<file path="config.mk">
export PLATFORM = sky130hd
export DESIGN_NAME = uart_tx_feeder_flat
export DESIGN_NICKNAME = d
export VERILOG_FILES = /design/src/rtl/uart_tx_feeder_if.sv /design/src/rtl/uart_tx_feeder.sv /design/src/flat_wrapper.sv
export SDC_FILE = /design/constraint.sdc
export NUM_CORES = 1
export LEC_CHECK = 0
export ABC_AREA = 1
export BUFFER_PORTS_ARGS = -buffer_cell sky130_fd_sc_hd__buf_2
export CELL_PAD_IN_SITES_DETAIL_PLACEMENT = 1
export CELL_PAD_IN_SITES_GLOBAL_PLACEMENT = 1
export CORE_MARGIN = 2
export CORE_UTILIZATION = 42
export DETAILED_ROUTE_END_ITERATION = 12
export GPL_ROUTABILITY_DRIVEN = 0
export GPL_TIMING_DRIVEN = 0
export PLACE_DENSITY = 0.69
export SLEW_MARGIN = 10
export SYNTH_ARGS = -nofsm -noshare
export SYNTH_HDL_FRONTEND = slang
export SYNTH_SLANG_ARGS = --single-unit
</file>
<file path="constraint.sdc">
create_clock -name clk -period 5 [get_ports clk]
set_input_delay 0.25 -clock clk [delete_from_list [all_inputs] [get_ports clk]]
set_output_delay 0.25 -clock clk [all_outputs]
set_load 0.005 [all_outputs]
</file>
<file path="src/rtl/uart_tx_feeder_if.sv">
// Host write port and uart_master launch/done signals of the transmit feeder.
// master = host/transmitter side, slave = the feeder itself.
interface uart_tx_feeder_if #(
    parameter int DATA_WIDTH = 8,
    parameter int DEPTH      = 16
);
    localparam int CW = $clog2(DEPTH) + 1;

    logic                  wr_en;
    logic [DATA_WIDTH-1:0] wr_data;
    logic                  full;
    logic                  empty;
    logic [CW-1:0]         count;
    logic [DATA_WIDTH-1:0] tx_data;
    logic                  tx_en;
    logic                  tx_done;
    logic                  busy;
    logic                  overflow;
    logic                  timeout_err;
    logic                  clr_err;

    modport master (
        output wr_en, wr_data, tx_done, clr_err,
        input  full, empty, count, tx_data, tx_en, busy, overflow, timeout_err
    );

    modport slave (
        input  wr_en, wr_data, tx_done, clr_err,
        output full, empty, count, tx_data, tx_en, busy, overflow, timeout_err
    );
endinterface

</file>
<file path="src/rtl/uart_tx_feeder.sv">
// FIFO-buffered launcher for uart_master: pops one byte, strobes tx_en, waits
// for tx_done (or a watchdog), idles GAP_CYCLES, then launches the next byte.
module uart_tx_feeder #(
    parameter int DATA_WIDTH     = 8,
    parameter int DEPTH          = 16,
    parameter int GAP_CYCLES     = 2,
    parameter int TIMEOUT_CYCLES = 4096
) (
    input  logic            clk,
    input  logic            rst,
    uart_tx_feeder_if.slave bus
);
    localparam int AW = $clog2(DEPTH);
    localparam int CW = AW + 1;
    localparam int GW = (GAP_CYCLES > 1) ? $clog2(GAP_CYCLES) : 1;
    localparam int TW = (TIMEOUT_CYCLES > 1) ? $clog2(TIMEOUT_CYCLES) : 1;

    typedef enum logic [1:0] {IDLE, START, WAIT, GAP} state_t;

    state_t                state;
    logic [DATA_WIDTH-1:0] mem [DEPTH];
    logic [AW-1:0]         wptr, rptr;
    logic [CW-1:0]         count;
    logic [GW-1:0]         gap_cnt;
    logic [TW-1:0]         wdog;
    logic [DATA_WIDTH-1:0] tx_data;
    logic                  tx_en, overflow, timeout_err;
    logic                  full, empty, push, pop, ovf_evt, to_evt;

    assign full    = (count == CW'(DEPTH));
    assign empty   = (count == '0);
    assign push    = bus.wr_en && !full;
    assign ovf_evt = bus.wr_en && full;
    assign pop     = (state == IDLE) && !empty;
    // tx_done has priority over the watchdog in the same cycle
    assign to_evt  = (state == WAIT) && !bus.tx_done && (TIMEOUT_CYCLES != 0) &&
                     (wdog == TW'(TIMEOUT_CYCLES - 1));

    always_ff @(posedge clk) begin
        if (push) mem[wptr] <= bus.wr_data;
    end

    always_ff @(posedge clk) begin
        if (rst) begin
            state       <= IDLE;
            wptr        <= '0;
            rptr        <= '0;
            count       <= '0;
            gap_cnt     <= '0;
            wdog        <= '0;
            tx_data     <= '0;
            tx_en       <= 1'b0;
            overflow    <= 1'b0;
            timeout_err <= 1'b0;
        end else begin
            if (push) wptr <= wptr + AW'(1);
            if (pop)  rptr <= rptr + AW'(1);
            case ({push, pop})
                2'b10:   count <= count + CW'(1);
                2'b01:   count <= count - CW'(1);
                default: count <= count;
            endcase
            overflow    <= (overflow && !bus.clr_err) || ovf_evt;
            timeout_err <= (timeout_err && !bus.clr_err) || to_evt;

            case (state)
                IDLE: begin
                    if (!empty) begin
                        tx_data <= mem[rptr];
                        tx_en   <= 1'b1;
                        state   <= START;
                    end
                end
                START: begin
                    tx_en <= 1'b0;
                    wdog  <= '0;
                    state <= WAIT;
                end
                WAIT: begin
                    // a timed-out byte counts as consumed; no retry
                    if (bus.tx_done || to_evt) begin
                        gap_cnt <= GW'(GAP_CYCLES - 1);
                        state   <= (GAP_CYCLES == 0) ? IDLE : GAP;
                    end else begin
                        wdog <= wdog + TW'(1);
                    end
                end
                GAP: begin
                    if (gap_cnt == '0) state <= IDLE;
                    else               gap_cnt <= gap_cnt - GW'(1);
                end
                default: state <= IDLE;
            endcase
        end
    end

    assign bus.full        = full;
    assign bus.empty       = empty;
    assign bus.count       = count;
    assign bus.tx_data     = tx_data;
    assign bus.tx_en       = tx_en;
    assign bus.busy        = (state != IDLE);
    assign bus.overflow    = overflow;
    assign bus.timeout_err = timeout_err;
endmodule

</file>
<file path="src/flat_wrapper.sv">
// flat-port wrapper written by rule: the top's interface ports become plain ports
module uart_tx_feeder_flat 
#(
    parameter int DATA_WIDTH     = 8,
    parameter int DEPTH          = 16,
    parameter int GAP_CYCLES     = 2,
    parameter int TIMEOUT_CYCLES = 4096
)
  (clk, rst, bus_wr_en, bus_wr_data, bus_tx_done, bus_clr_err, bus_full, bus_empty, bus_count, bus_tx_data, bus_tx_en, bus_busy, bus_overflow, bus_timeout_err);
  uart_tx_feeder_if #(.DATA_WIDTH(DATA_WIDTH), .DEPTH(DEPTH)) bus_i ();
  input  logic clk;
  input  logic rst;
  input wire logic [$bits(bus_i.wr_en)-1:0] bus_wr_en;
  input wire logic [$bits(bus_i.wr_data)-1:0] bus_wr_data;
  input wire logic [$bits(bus_i.tx_done)-1:0] bus_tx_done;
  input wire logic [$bits(bus_i.clr_err)-1:0] bus_clr_err;
  output wire logic [$bits(bus_i.full)-1:0] bus_full;
  output wire logic [$bits(bus_i.empty)-1:0] bus_empty;
  output wire logic [$bits(bus_i.count)-1:0] bus_count;
  output wire logic [$bits(bus_i.tx_data)-1:0] bus_tx_data;
  output wire logic [$bits(bus_i.tx_en)-1:0] bus_tx_en;
  output wire logic [$bits(bus_i.busy)-1:0] bus_busy;
  output wire logic [$bits(bus_i.overflow)-1:0] bus_overflow;
  output wire logic [$bits(bus_i.timeout_err)-1:0] bus_timeout_err;
  assign bus_i.wr_en = bus_wr_en;
  assign bus_i.wr_data = bus_wr_data;
  assign bus_i.tx_done = bus_tx_done;
  assign bus_i.clr_err = bus_clr_err;
  assign bus_full = bus_i.full;
  assign bus_empty = bus_i.empty;
  assign bus_count = bus_i.count;
  assign bus_tx_data = bus_i.tx_data;
  assign bus_tx_en = bus_i.tx_en;
  assign bus_busy = bus_i.busy;
  assign bus_overflow = bus_i.overflow;
  assign bus_timeout_err = bus_i.timeout_err;
  uart_tx_feeder #(.DATA_WIDTH(DATA_WIDTH), .DEPTH(DEPTH), .GAP_CYCLES(GAP_CYCLES), .TIMEOUT_CYCLES(TIMEOUT_CYCLES)) u_core (.clk(clk), .rst(rst), .bus(bus_i));
endmodule
</file>
# Yosys cells after proc, flatten, opt, wreduce, memory -nomap -nowiden
# Memories as Yosys holds them, arrays and structs flattened. A register that Yosys moved wholly into a read port is not among the register bits.
# Cells that the tools add are included.
# Widths: inputs -> output; s select.
[totals]
romBits = 0
wordCells = 68
out_inout_bits = 19
in_bits = 13
ramBits = 128
regBits = 31
n_memories = 1
latchBits = 0
[memory_table]
columns = ["memory", "words", "width", "rd", "rd_clocked_by_memory_dff", "write_ports", "line_no", "text"]
rows = [
  ["u_core.mem", 16, 8, 1, 1, 1, "uart_tx_feeder.sv:21", "logic [DATA_WIDTH-1:0] mem [DEPTH];"],
]
[op_classes]
shift = 0
reduce_logical = 26
n_bitwise = 1
magnitude_cmp = 0
n_div = 0
n_mux = 14
eq_ne = 11
mul = 0
addsub = 6
[ops]
columns = ["op", "count"]
rows = [
  ["$pmux 12 s2", 1],
  ["$add 12x1->12 const B", 1],
  ["$eq 12x12->1 const B", 1],
  ["$mux 12", 1],
  ["$pmux 5 s2", 1],
  ["$reduce_bool 2->1", 5],
  ["$add 4x1->4 const B", 2],
  ["$ne 2x2->1 const B", 4],
  ["$pmux 2 s4", 1],
  ["$reduce_and 2->1", 4],
  ["$logic_and 1x1->1", 7],
  ["$eq 2x2->1 const B", 3],
  ["$mux 2", 3],
  ["$add 5x1->5 const B", 1],
  ["$eq 5x5->1 const B", 1],
  ["$logic_not 5->1", 1],
  ["$mux 1", 5],
  ["$sub 5x1->5 const B", 1],
  ["$eq 2x1->1 const B", 2],
  ["$logic_not 1->1", 4],
  ["$pmux 1 s2", 2],
  ["$logic_or 1x1->1", 3],
  ["$reduce_and 3->1", 1],
  ["$logic_not 2->1", 1],
  ["2 further kinds", 2],
]

# Logic depth before layout (Yosys ltp)
[logic_depth]
ltp_word = 6
mapped_depth = 16
depth_no_buf = 15

# Worst setup path before layout
# Ideal clock, no wire load.
[synth_path]
path_kind = "reg-to-reg"
startpoint = "reg u_core.state[0]"
endpoint = "reg u_core.count[4] (netlist: u_core.bus.count[4])"
arrival_ps = 1944
synth_period_minus_slack_ps = 2076
required_time_ps = 4868
setup_time_ps = 132
stages_incl_launch_ff = 17
setup_slack_ps = 2924
n_path_buf = 1
path_cell_list = "dfxtp_1 > inv_1 > ha_1 > nand2_2 > inv_2 > buf_2 > ha_1 > xor2_1 > ha_1 > inv_1 > nand2_1 > nand3_1 > nand2_1 > nand2_1 > nand2_1 > nand2_1 > a21oi_1"
[synth_via]
elab_chain_cells = 4
[synth_rtl]
columns = ["element", "line_no", "text"]
rows = [
  ["start: declaration", "uart_tx_feeder.sv:20", "state_t state;"],
  ["start signal: assignment", "uart_tx_feeder.sv:83", "state <= (GAP_CYCLES == 0) ? IDLE : GAP;"],
  ["$logic_not 2->1 (*)", "uart_tx_feeder.sv:34", "assign pop = (state == IDLE) && !empty;"],
  ["$logic_and 1x1->1 (*)", "uart_tx_feeder.sv:34", ""],
  ["net u_core.pop", "uart_tx_feeder.sv:28", "logic full, empty, push, pop, ovf_evt, to_evt;"],
  ["$eq 2x1->1 or $eq 2x2->1 (tied branches)", "uart_tx_feeder.sv:58", "case ({push, pop})"],
  ["$pmux 5 s2 or $reduce_bool 2->1 (tied branches)", "n/a", ""],
  ["end signal: assignment", "uart_tx_feeder.sv:59", "2'b10: count <= count + CW'(1);"],
  ["end signal: assignment", "uart_tx_feeder.sv:60", "2'b01: count <= count - CW'(1);"],
  ["end signal: assignment", "uart_tx_feeder.sv:61", "default: count <= count;"],
  ["end: declaration", "uart_tx_feeder.sv:23", "logic [CW-1:0] count;"],
]
# Mark *: on every way through the listed nets, which the timed path passes. The rest lies on a longest branch.
# A chain may end at the register's enable or synchronous reset.

# Worst setup path after layout
[layout_path]
startpoint = "reg u_core.count[2] (netlist: u_core.bus.count[2])"
endpoint = "reg u_core.count[4] (netlist: u_core.bus.count[4])"
[layout_via]
elab_chain_cells = 5
[layout_rtl]
columns = ["element", "line_no", "text"]
rows = [
  ["$logic_not 5->1 (*)", "uart_tx_feeder.sv:31", "assign empty = (count == '0);"],
  ["$logic_not 1->1 (*)", "uart_tx_feeder.sv:34", ""],
  ["$logic_and 1x1->1 (*)", "uart_tx_feeder.sv:34", ""],
  ["net u_core.pop", "uart_tx_feeder.sv:28", ""],
  ["$eq 2x1->1 or $eq 2x2->1 (tied branches)", "uart_tx_feeder.sv:58", ""],
  ["$pmux 5 s2 or $reduce_bool 2->1 (tied branches)", "n/a", ""],
]
# Marks and branches as above.

==> metrics <==
outcome finished, final reports clean; Ant. Diodes 0; DIE AREA about 0.019 mm^2; CP Launch Type flop; Die Span Y 139 um; Critical Path Fanout Max 11; total number of vias a little under 6k; Reg-to-Reg End u_core.bus.count[4]$_SDFFE_PP0P_; largest net degree at the start of global routing 17; VDD IR max roughly 0.28 mV; Power Dens Cells roughly 490 mW/mm^2; min Tclk post-route ~2.6 ns; vias in the first global route a little over 6k; Yosys top cell area share ~50%; Clock Latency Late Sink between 0.4 and 0.5 ns; critical-path cell list nor2_1 -> nand4_1 -> nand2_2 -> inv_2 -> buf_2 -> ha_1 -> xor2_1 -> ha_1 -> inv_1 -> nand2_1 -> nand3_1 -> nand2_1 -> nand2_1 -> nand2_1 -> nand2_1 -> a21oi_1; HPWL after DPL around 15000 um; Tot Pwr roughly 4.3 mW; setup TNS 0 ns; Clock Path Buffers 2; CP required between 5 and 6 ns; post-synth top area cell edfxtp_1; DR pass1 iterations 4; wire per inst approximately 18 um; vias per cell 5.19; CTS root buf clkbuf_16; max-slew violations 0; setup bufs post-CTS 0; CTS tree done; CP bufs+invs 3; Routed Antenna Nets 0; Hold Slack slightly below 0.08 ns; Post-Syn Instances between 800 and 900; nature of the critical path endpoint flop; count leader, synth nand2_1; multi-input combinational cell area ~0.0024 mm^2; Nets between 900 and 1k; setup violators final 0; post-synth design cell area 0.00762 mm^2; WP depth 16; Starting DRT DRC Count 370; worst r2r src u_core.bus.count[2]$_SDFFE_PP0P_; Synth Flop Type edfxtp_1; Synthesized Nets approximately 860; Synth Register Bits 167; crit path DAT ~3 ns; Fmax achieved a little under 400 MHz; num rows about 50; Filler Cell Count ~2.1k; reg2reg path depth 16; Final period util 51.5%; Worst Setup SP u_core.bus.count[2]$_SDFFE_PP0P_; Slew @ Worst Pin just over 0.8 ns; final hold violations 0; I/O pin cnt 32; Post-synth EDFFs roughly 130; Avg Inst Size Synth approximately 9 um^2; Worst Setup EP u_core.bus.count[4]$_SDFFE_PP0P_; Syn-to-layout area delta 13.4%; most frequent cell on the critical path nand2_1; core area approximately 0.018 mm^2; Starting Density 42.5%; CTS HTree Levels 4; clk slew on worst S/H paths ~0.07 ns; critical setup path kind reg2reg; Post-synth top cells nand2_1 (270), edfxtp_1 (128), nand3_1 (114), inv_1 (107), nor2_1 (49); Slowest-stage cell, CP dfxtp_1; Total Wirelength 20300 um; RSZ-0062 raised after global routing no; reg2reg setup slack between 2 and 2.5 ns; antenna violations before repair 0; Finished Core Util around half; hold_buf cts 0; total clock sinks roughly 170; slowest stage delay, CP approximately 0.35 ns; placed cell area ~0.008 mm^2; remaining global-route overflow 0; Async SR Flop Fraction 0%; Worst Clk Skew between 0.008 and 0.009 ns; Yosys cell types 29; die width 139 um; MaxCap Viol Count 0; Hold Path Class in2reg; Slew headroom ~45%; share of layout cells above drive strength 1 11.1%; Port Buffers 30; post-synthesis sequential area ratio 60.7%; GRT Total Usage 22.0%; Reg area around 0.0046 mm^2; P_leak 3.71 nW; Synth Warn # 0; CTS resizes 0; final instance area 0.00864 mm^2; Synth area leaders edfxtp_1 (50%), nand2_1 (13%), dfxtp_1 (10%); first-pass GRT wire length 32600 um; Crit path max-delay family simple AND/OR/NAND/NOR gates; Num CTS Buffers 17; DRC errors left 0
==> cell type report <==
| type | instances | share of cell area (%) |
|---|---|---|
| Timing Repair Buffer | 30 | 1.74 |
| Clock buffer | 19 | 5.01 |
| Clock inverter | 13 | 1.78 |
| Multi-Input combinational cell | 517 | 27.7 |
| Buffer | 33 | 1.96 |
| Tap cell | 229 | 3.32 |
| Inverter | 115 | 5.00 |
| Sequential cell | 167 | 53.5 |
==> power by group <==
group	switching [mW]	total (mW)	internal, mW
Sequential	0.0657	1.65	1.59
Combinational	0.887	1.28	0.396
Clock	0.547	1.33	0.782
Total	1.50	4.27	2.77
==> registers in the layout, indices dropped and copies added (netlist names) <==
signal	flops
u_core.mem	128
u_core.bus.count	5
u_core.wptr	4
u_core.bus.overflow	1
u_core.bus.tx_en	1
u_core.gap_cnt	1
u_core.rptr	4
u_core.wdog	12
u_core.bus.tx_data	8
u_core.bus.timeout_err	1
u_core.state	2
==> per-stage QoR <==
| stage | std cells | worst slack [ns] |
|---|---|---|
| after floorplan | 832 | 2.92 |
| after CTS | 1123 | 2.40 |
| after global routing | 1123 | 2.08 |
| after detailed placement | 1091 | 2.42 |
| after global placement | 1091 | 2.58 |
| final | 1123 | 2.43 |
==> cells in the final DEF (no fill, tap or decap), drive strengths merged <==
cell      instances
nand4             5
inv             114
nand2           275
xor2              6
dfxtp            39
nor3              1
bufinv            3
a21boi            1
o21bai            2
nor3b             1
edfxtp          128
o31ai             1
nand3           116
a21oi            28
nand3b            1
clkinv            9
xnor2             2
ha               14
clkbuf           27
clkinvlp          2
buf              55
o21ai            11
nor2             53
==> metal layers <==
layer | up-vias | routed length (um) | global-route usage [%]
met1 | 2887 | 8790 | 27.2
met5 | - | 0 | 0
met2 | 115 | 10300 | 38.6
met3 | 37 | 784 | 3.59
li1 | 2787 | - | -
met4 | 0 | 479 | 9.25
==> worst min-delay path by stage <==
stage / start / end / slack [ns] / cells past startpoint
3_3_place_gp: u_core.bus.overflow$_SDFF_PP0_ / u_core.bus.overflow$_SDFF_PP0_ / 0.45 / 2
3_5_place_dp: u_core.bus.timeout_err$_SDFF_PP0_ / u_core.bus.timeout_err$_SDFF_PP0_ / 0.47 / 2
6_report: bus_wr_en / u_core.bus.overflow$_SDFF_PP0_ / 0.08 / 3
2_1_floorplan: bus_wr_data[0] / u_core.mem[0][0]$_DFFE_PP_ / 0.35 / 0
5_1_grt: bus_wr_en / u_core.bus.overflow$_SDFF_PP0_ / 0.09 / 3
4_1_cts: bus_wr_en / u_core.bus.overflow$_SDFF_PP0_ / 0.06 / 3
==> kinds of logic after synthesis <==
family,Yosys count,share of synthesized area (%)
flip-flops,167,60.7
adder cells (fa/ha/maj),14,2.30
AND/OR/NAND/NOR,452,25.2
XOR/XNOR,8,0.920
AO/OA/AOI/OAI,43,2.96
buffers and inverters,148,7.89
==> tightest hold or removal path: stages <==
cell	delay, ns
buf_2	0.11
nand2_1	0.06
a21oi_1	0.05
(Power assumes the default switching activity.)
